`config.mk`:
```
export PLATFORM = sky130hd
export DESIGN_NAME = an_encoder_13
export DESIGN_NICKNAME = d
export VERILOG_FILES = /design/src/rtl/an_encoder_13.sv
export SDC_FILE = /design/constraint.sdc
export NUM_CORES = 1
export LEC_CHECK = 0
export CORE_ASPECT_RATIO = 1.1
export CORE_UTILIZATION = 50
export CTS_CLUSTER_DIAMETER = 50
export CTS_CLUSTER_SIZE = 16
export DETAILED_ROUTE_END_ITERATION = 6
export PLACE_DENSITY = 0.74
export SYNTH_ARGS = -nofsm -noshare
export SYNTH_HDL_FRONTEND = slang
export SYNTH_SLANG_ARGS = --single-unit
```
`constraint.sdc`:
```
create_clock -name clk -period 3.5 [get_ports clk]
set_input_delay 0.35 -clock clk [delete_from_list [all_inputs] [get_ports clk]]
set_output_delay 0.35 -clock clk [all_outputs]
set_load 0.02 [all_outputs]
```
`src/rtl/an_encoder_13.sv`:
```
// Sequential AN-code encoder: computes ANe = A*N by shift-and-add over AW steps,
// with an optional single-bit error flip, behind a valid/ready handshake on each side.
module an_encoder_13 #(
  parameter int unsigned A   = 13,
  parameter int unsigned AW  = 4,
  parameter int unsigned NW  = 8,
  parameter int unsigned ANW = 12
) (
  input  logic           clk,
  input  logic           rst,
  input  logic [NW-1:0]  N,
  input  logic           in_valid,
  output logic           in_ready,
  input  logic           inj_en,
  input  logic [3:0]     inj_pos,
  output logic [ANW-1:0] ANe,
  output logic           out_valid,
  input  logic           out_ready,
  output logic [15:0]    word_cnt
);

  localparam int unsigned   KW     = (AW > 1) ? $clog2(AW) : 1;
  localparam logic [AW-1:0] A_BITS = AW'(A);

  typedef enum logic [1:0] {IDLE, CALC, DONE} state_t;

  state_t         state, state_nxt;
  logic [NW-1:0]  mcand, mcand_nxt;
  logic [ANW-1:0] acc, acc_nxt;
  logic [KW-1:0]  k, k_nxt;
  logic           inj_en_l, inj_en_nxt;
  logic [3:0]     inj_pos_l, inj_pos_nxt;
  logic           in_ready_nxt, out_valid_nxt;
  logic [ANW-1:0] ane_nxt, flip_c;
  logic [15:0]    word_cnt_nxt;

  // State and registered outputs
  always_ff @(posedge clk or posedge rst) begin
    if (rst) begin
      state     <= IDLE;
      mcand     <= '0;
      acc       <= '0;
      k         <= '0;
      inj_en_l  <= 1'b0;
      inj_pos_l <= '0;
      in_ready  <= 1'b1;
      out_valid <= 1'b0;
      ANe       <= '0;
      word_cnt  <= '0;
    end else begin
      state     <= state_nxt;
      mcand     <= mcand_nxt;
      acc       <= acc_nxt;
      k         <= k_nxt;
      inj_en_l  <= inj_en_nxt;
      inj_pos_l <= inj_pos_nxt;
      in_ready  <= in_ready_nxt;
      out_valid <= out_valid_nxt;
      ANe       <= ane_nxt;
      word_cnt  <= word_cnt_nxt;
    end
  end

  // Next state plus the shift-and-add datapath
  always_comb begin
    state_nxt   = state;
    mcand_nxt   = mcand;
    acc_nxt     = acc;
    k_nxt       = k;
    inj_en_nxt  = inj_en_l;
    inj_pos_nxt = inj_pos_l;
    unique case (state)
      IDLE: begin
        if (in_valid) begin
          mcand_nxt   = N;
          inj_en_nxt  = inj_en;
          inj_pos_nxt = inj_pos;
          acc_nxt     = '0;
          k_nxt       = '0;
          state_nxt   = CALC;
        end
      end
      CALC: begin
        if (A_BITS[k]) begin
          acc_nxt = acc + (ANW'(mcand) << k);
        end
        k_nxt = k + KW'(1);
        if (k == KW'(AW - 1)) begin
          state_nxt = DONE;
        end
      end
      DONE: begin
        if (out_ready) begin
          state_nxt = IDLE;
        end
      end
      default: state_nxt = IDLE;
    endcase
  end

  // Output values for the coming cycle; positions beyond the code word flip nothing
  always_comb begin
    flip_c        = '0;
    in_ready_nxt  = (state_nxt == IDLE);
    out_valid_nxt = (state_nxt == DONE);
    word_cnt_nxt  = word_cnt;
    if (inj_en_l && (32'(inj_pos_l) < ANW)) begin
      flip_c = ANW'(1) << inj_pos_l;
    end
    ane_nxt = (state_nxt == DONE) ? (acc_nxt ^ flip_c) : '0;
    if ((state == DONE) && out_ready && (word_cnt != 16'hFFFF)) begin
      word_cnt_nxt = word_cnt + 16'd1;
    end
  end

endmodule

```
**Yosys cells after proc, flatten, opt, wreduce, memory -nomap -nowiden**

Index checks and enable logic that the tools add are counted.

- Add/subtract/negate cells: 3
- Order comparisons: 2
- Equality and inequality tests: 6
- Shift operators: 2
- Mux-type cells: 13
- Bitwise operators: 1
- Reduce and logical (&&, ||, !) cells: 8

Operators by type and width:

| cell | count |
|---|---|
| 12-bit two-way mux | 4 |
| 12-bit one-hot mux with 2 select lines | 1 |
| 16-bit by 1-bit adder with 16-bit output (second input constant) | 1 |
| 16-bit inequality test (second input constant) | 1 |
| 12-bit adder | 1 |
| 1-bit by 4-bit left shift with 12-bit output (first input constant) | 1 |
| 8-bit by 2-bit left shift with 12-bit output | 1 |
| 12-bit XOR | 1 |
| 2-bit two-way mux | 4 |
| 2-bit == test (second input constant) | 3 |
| 2-bit one-hot mux with 3 select lines | 1 |
| 2-bit zero test | 2 |
| 4-bit less-than comparator (second input constant) | 1 |
| 2-bit one-hot mux with 2 select lines | 1 |
| 2-bit AND reduction | 2 |
| 1-bit logical AND | 3 |
| 2-bit by 3-bit less-than comparator with 1-bit output (second input constant) | 1 |
| 2-bit by 1-bit adder with 2-bit output (second input constant) | 1 |
| 1-bit binary-select mux with 2-bit select | 1 |
| 2-bit by 1-bit == test with 1-bit output (second input constant) | 1 |
| 2-bit inequality test (second input constant) | 1 |
| 2-bit nonzero test | 1 |
| 1-bit two-way mux | 1 |

- Flip-flop bits (word level): 59
- Output and inout bits: 30

**Depth between registers and ports, before layout**

- Word-level depth: 6
- Mapped depth: 12
- Depth with buffers taken out: 10

**Worst setup path after synthesis**

No wires, ideal clock.

- Path kind: register to register
- Start point: register k[1]
- End point: register ANe[9]
- Library setup time: 0.127 ns
- Arrival: 2.822 ns
- Data required time: 3.373 ns
- Path slack: 0.551 ns
- Cell stages (with the launch flop): 11
- Buffers on the path: 2
- Clock period less this slack: 2.949 ns
- Path through: dfrtp_1 > clkbuf_1 > clkbuf_1 > mux4_2 > ha_1 > and2_4 > a221oi_4 > a211oi_1 > or3_1 > a32o_1 > mux2i_1

- Longest elaborated chain between the ends: 6
- Elaborated cells between the ends (all ways): 12
- Those cells by class: add/sub: 1; eq/ne: 2; shift: 1; mux: 7; bitwise: 1

RTL lines:

| what | line | RTL |
|---|---|---|
| start, declared | 30 | `logic [KW-1:0] k, k_nxt;` |
| start signal, assigned | 54 | `k <= k_nxt;` |
| 8-bit by 2-bit left shift with 12-bit output or 1-bit binary-select mux with 2-bit select (tied branches) | 85, 84 |  |
| 12-bit adder or 1-bit two-way mux (tied branches) | 85, 84 |  |
| 12-bit two-way mux (*) | 84 | `if (A_BITS[k]) begin` |
| 12-bit one-hot mux with 2 select lines (*) | 72 | `unique case (state)` |
| via acc_nxt[9] | 29 | `logic [ANW-1:0] acc, acc_nxt;` |
| 12-bit XOR (*) | 110 | `ane_nxt = (state_nxt == DONE) ? (acc_nxt ^ flip_c) : '0;` |
| 12-bit two-way mux (*) | 110 |  |
| via ane_nxt[9] | 34 | `logic [ANW-1:0] ane_nxt, flip_c;` |
| end signal, assigned | 59 | `ANe <= ane_nxt;` |
| end, declared | 16 | `output logic [ANW-1:0] ANe,` |

The timed path passes the listed nets; every way through them passes the cells marked *. The select of a mux whose other input is x is not followed.
A chain may end at the register's enable or synchronous reset.

**Worst setup path in the final report**

- Start point: register k[1]
- End point: register ANe[10]

The elaborated chain is that of the path after synthesis.

==> flow_summary.rst <==
.. list-table::
   :header-rows: 1

   * - Metric
     - Value
   * - Status
     - completed
   * - Post-CTS Setup Repair Bufs
     - 0
   * - Number of standard cells in the final layout excluding fillers
     - 486
   * - Clock Root Buffer
     - sky130_fd_sc_hd__clkbuf_8
   * - Maximum number of pins on one net before global-route repair
     - 36
   * - GPL Wtd Cong
     - 0.8462
   * - Final count of pins violating max slew
     - 0
   * - Met2 Track Usage GR
     - 0.3815
   * - Most crowded layer after global routing
     - met2
   * - Area of placed instances
     - 0.003842 sq mm
   * - First-pass GRT wire length
     - 12120 um
   * - IO Pins
     - 47
   * - GRT met1 Usage
     - 0.2710
   * - Worst hold-check path type
     - in -> async
   * - Post-Synthesis Cell Area
     - ~0.0033 sq mm
   * - Clock Pin Slew Worst Setup and Hold Paths
     - 0.07 ns
   * - Data required time at the worst endpoint
     - 3.72 ns
   * - Setup repair after global routing missed its margin
     - no
   * - Power per Cell Area
     - 949.5 mW/mm^2
   * - Number of nets produced by synthesis
     - 383
   * - Maximum count of clock buffers along a single path
     - 2
   * - Diode insertion count for antenna repair
     - 0
   * - Detailed-route wire length per cell
     - 14.55 um
   * - Met3 GRT Util
     - 0.05131
   * - Stage delay of the slowest cell on the critical path
     - 0.70 ns
   * - Leakage power
     - 0.001795 uW
   * - Number of placed instances with taps included
     - 470
   * - Detailed Route WL
     - approximately 7100 um
   * - Grt ovf
     - 0
   * - Height of the die
     - roughly 87 um
   * - Category of the critical setup timing path
     - reg -> reg
   * - Most used flip-flop cell after synthesis
     - sky130_fd_sc_hd__dfrtp_1
   * - Post-Synthesis Mean Instance Area
     - 9.396 sq um
   * - Initial core utilization
     - 0.5261
   * - Most frequent CP cell
     - sky130_fd_sc_hd__a21oi_1
   * - Commonest cells after routing, fill and taps aside
     - sky130_fd_sc_hd__nand2_1, sky130_fd_sc_hd__dfrtp_1, sky130_fd_sc_hd__clkdlybuf4s50_1
   * - Total iterations of the first detailed-routing run
     - 4
   * - Overall Global Routing Usage
     - 0.2299
   * - Library cells used by synthesis
     - 52
   * - Ys async rst share
     - 1.000
   * - Antenna violations before repair
     - 0
   * - Slew of the pin with the lowest slew margin
     - 0.7894 ns
   * - Violation count after the first detailed-routing iteration
     - 102
   * - Post-route standard cell area excluding fillers
     - 0.004023 sq mm
   * - Final hold violation count
     - 0
   * - CTS tree
     - built
   * - Worst-path fanout max
     - 16
   * - Critical Path End Type
     - flop
   * - Final-report setup violation count
     - 0
   * - Resized Gates After CTS
     - 0
   * - Number of buffers added on ports
     - 46
   * - Kind of start point of the critical path
     - flop
   * - Worst IR Drop VDD
     - 494.1 uV
   * - Total die area
     - 0.006926 sq mm
   * - Fraction of final layout cells sized beyond drive strength 1
     - 0.09113
   * - Remaining routing DRC violations
     - 0
   * - Clock period minus worst slack
     - 3.011 ns
   * - Gate count after technology mapping
     - 351
   * - Cts bufs inserted
     - 9
   * - Clock network latency to the later pin of the worst-skew pair
     - between 0.3 and 0.4 ns
   * - Horiz. Die Dim
     - 79.44 um
   * - Routed vias/inst
     - 5.566
   * - Final core area utilization
     - 0.6417
   * - Clk sinks
     - 59
   * - Via count of the first global-routing pass
     - around 2700
   * - Post-DP HPWL
     - 5225 um
   * - Most common cell after layout, fill and taps aside
     - sky130_fd_sc_hd__nand2_1
   * - Number of warnings reported in the yosys synthesis log
     - 0
   * - Largest delay contributor family on the critical path
     - simple AND/OR/NAND/NOR gates
   * - Buffering stage count on the worst path with inverters included
     - 0
   * - Ordered list of cells on the worst path
     - mux2_2, nor2_1, a21oi_1, ha_1, a21oi_1, o21ai_0, or3b_1, a21oi_1, and3b_1, mux2i_1
   * - Total chip power
     - 3820 uW
   * - Max-cap violations
     - 0
   * - Core Box Area
     - 0.006269 sq mm
   * - Setup_tns
     - 0 ns
   * - Crit-path slowest cell
     - sky130_fd_sc_hd__dfrtp_1
   * - Relative slew margins
     - 0.4697
   * - Fraction of the cycle the final worst path needs
     - 0.8601
   * - Via count of the routed design
     - 2705
   * - Routed Antenna Nets
     - 0
   * - Timing-limited maximum frequency
     - 332.2 MHz
   * - H-tree depth
     - 3
   * - Portion of the post-synthesis area used by sequential elements
     - 0.4480
   * - Final Net Count
     - 433
   * - Synth-to-layout area growth
     - 21.97%
   * - Seq cells post-synth
     - 59
   * - Num rows
     - 30
   * - Worst Clk Skew
     - 0.007129 ns
   * - Arrival time reported for the critical path endpoint
     - ~3.2 ns
   * - Number of synthesized flops with an enable pin
     - 0
   * - Hold-fix buffers at CTS
     - 0
==> logic make-up after synthesis <==
| family | count (synthesis) | share of synthesized area |
|---|---|---|
| AO/OA/AOI/OAI | 59 | 0.1233 |
| XOR/XNOR | 22 | 0.05842 |
| adder cells (fa/ha/maj) | 15 | 0.05918 |
| buffers and inverters | 19 | 0.02200 |
| flip-flops | 59 | 0.4480 |
| multiplexers | 15 | 0.05046 |
| AND/OR/NAND/NOR | 162 | 0.2386 |
==> cell usage after synthesis, types with 3 or more instances <==
master,number,area (sq um)
sky130_fd_sc_hd__clkbuf_1,8,30.03
sky130_fd_sc_hd__a211oi_1,7,52.55
sky130_fd_sc_hd__nand3b_1,4,30.03
sky130_fd_sc_hd__a21o_1,4,30.03
sky130_fd_sc_hd__nand2_1,63,236.5
sky130_fd_sc_hd__mux2_2,3,33.78
sky130_fd_sc_hd__nand2b_1,10,62.56
sky130_fd_sc_hd__nor2b_1,3,18.77
sky130_fd_sc_hd__ha_1,14,175.2
sky130_fd_sc_hd__mux2i_1,11,110.1
sky130_fd_sc_hd__xnor2_1,14,122.6
sky130_fd_sc_hd__or3_1,6,37.54
sky130_fd_sc_hd__nand3_1,14,70.07
sky130_fd_sc_hd__or2_2,4,25.02
sky130_fd_sc_hd__and3_1,4,25.02
sky130_fd_sc_hd__o21a_1,4,30.03
sky130_fd_sc_hd__xor2_1,8,70.07
sky130_fd_sc_hd__o21ai_0,13,65.06
sky130_fd_sc_hd__dfrtp_1,58,1451
sky130_fd_sc_hd__nand4_1,3,18.77
sky130_fd_sc_hd__nor3_1,9,45.04
sky130_fd_sc_hd__nor2_1,28,105.1
sky130_fd_sc_hd__nor3b_1,3,22.52
sky130_fd_sc_hd__inv_1,9,33.78
sky130_fd_sc_hd__a21oi_1,16,80.08
==> cell type report <==
type                    count  area (sq um)
clock inverters             4         25.02
multi-input cells         273          1748
flip-flops and latches     59          1478
fillers                   506          2246
well taps                  80         100.1
clock buffers              12         155.1
repair buffers             49         483.0
inverters                   9         33.78
==> through the flow <==
step                      hold WS [ns]  setup WS (ns)
after floorplan                 0.4554         0.5506
after global placement          0.4801         0.6582
after detailed placement        0.5003         0.5378
after CTS                       0.4664         0.5055
after global routing            0.5258         0.3194
final                           0.4375         0.4895
==> where the power goes <==
group	switching [uW]	internal, uW
clock network	276	293
registers	226	916
logic	1180	931
total	1680	2140
==> flip-flops by register name, summed over array words and instances, names as in the netlist <==
register / cells
ANe: 12
acc: 12
in_ready: 1
inj_en_l: 1
inj_pos_l: 4
k: 2
mcand: 8
out_valid: 1
state: 2
word_cnt: 16
==> per-layer routing <==
metal / vias to the layer above / part of all wire
met5: - / 0
met4: 0 / 0.042
met3: 28 / 0.036
met2: 62 / 0.49
met1: 1292 / 0.43
li1: 1323 / -
==> worst register-to-register path, stage by stage (launching register included) <==
cell	delay, ns
sky130_fd_sc_hd__dfrtp_1	0.70
sky130_fd_sc_hd__mux2_2	0.42
sky130_fd_sc_hd__nor2_1	0.10
sky130_fd_sc_hd__a21oi_1	0.05
sky130_fd_sc_hd__ha_1	0.36
sky130_fd_sc_hd__a21oi_1	0.26
sky130_fd_sc_hd__o21ai_0	0.17
sky130_fd_sc_hd__or3b_1	0.40
sky130_fd_sc_hd__a21oi_1	0.11
sky130_fd_sc_hd__and3b_1	0.21
sky130_fd_sc_hd__mux2i_1	0.12
==> path summary, 6_finish.rpt <==
check / from / end / slack (ns) / cells after the start
setup / recovery: k[1] / ANe[10] / 0.49 / 10
hold / removal: rst / ANe[4] / 0.44 / 2
setup reg to reg: k[1] / ANe[10] / 0.49 / 10
hold reg to reg: word_cnt[15] / word_cnt[15] / 0.50 / 1
max in group asynchronous: rst / k[1] / 2.25 / 3
min in group clk: word_cnt[15] / word_cnt[15] / 0.50 / 1
Note: power is estimated with default switching activity, not from simulation.
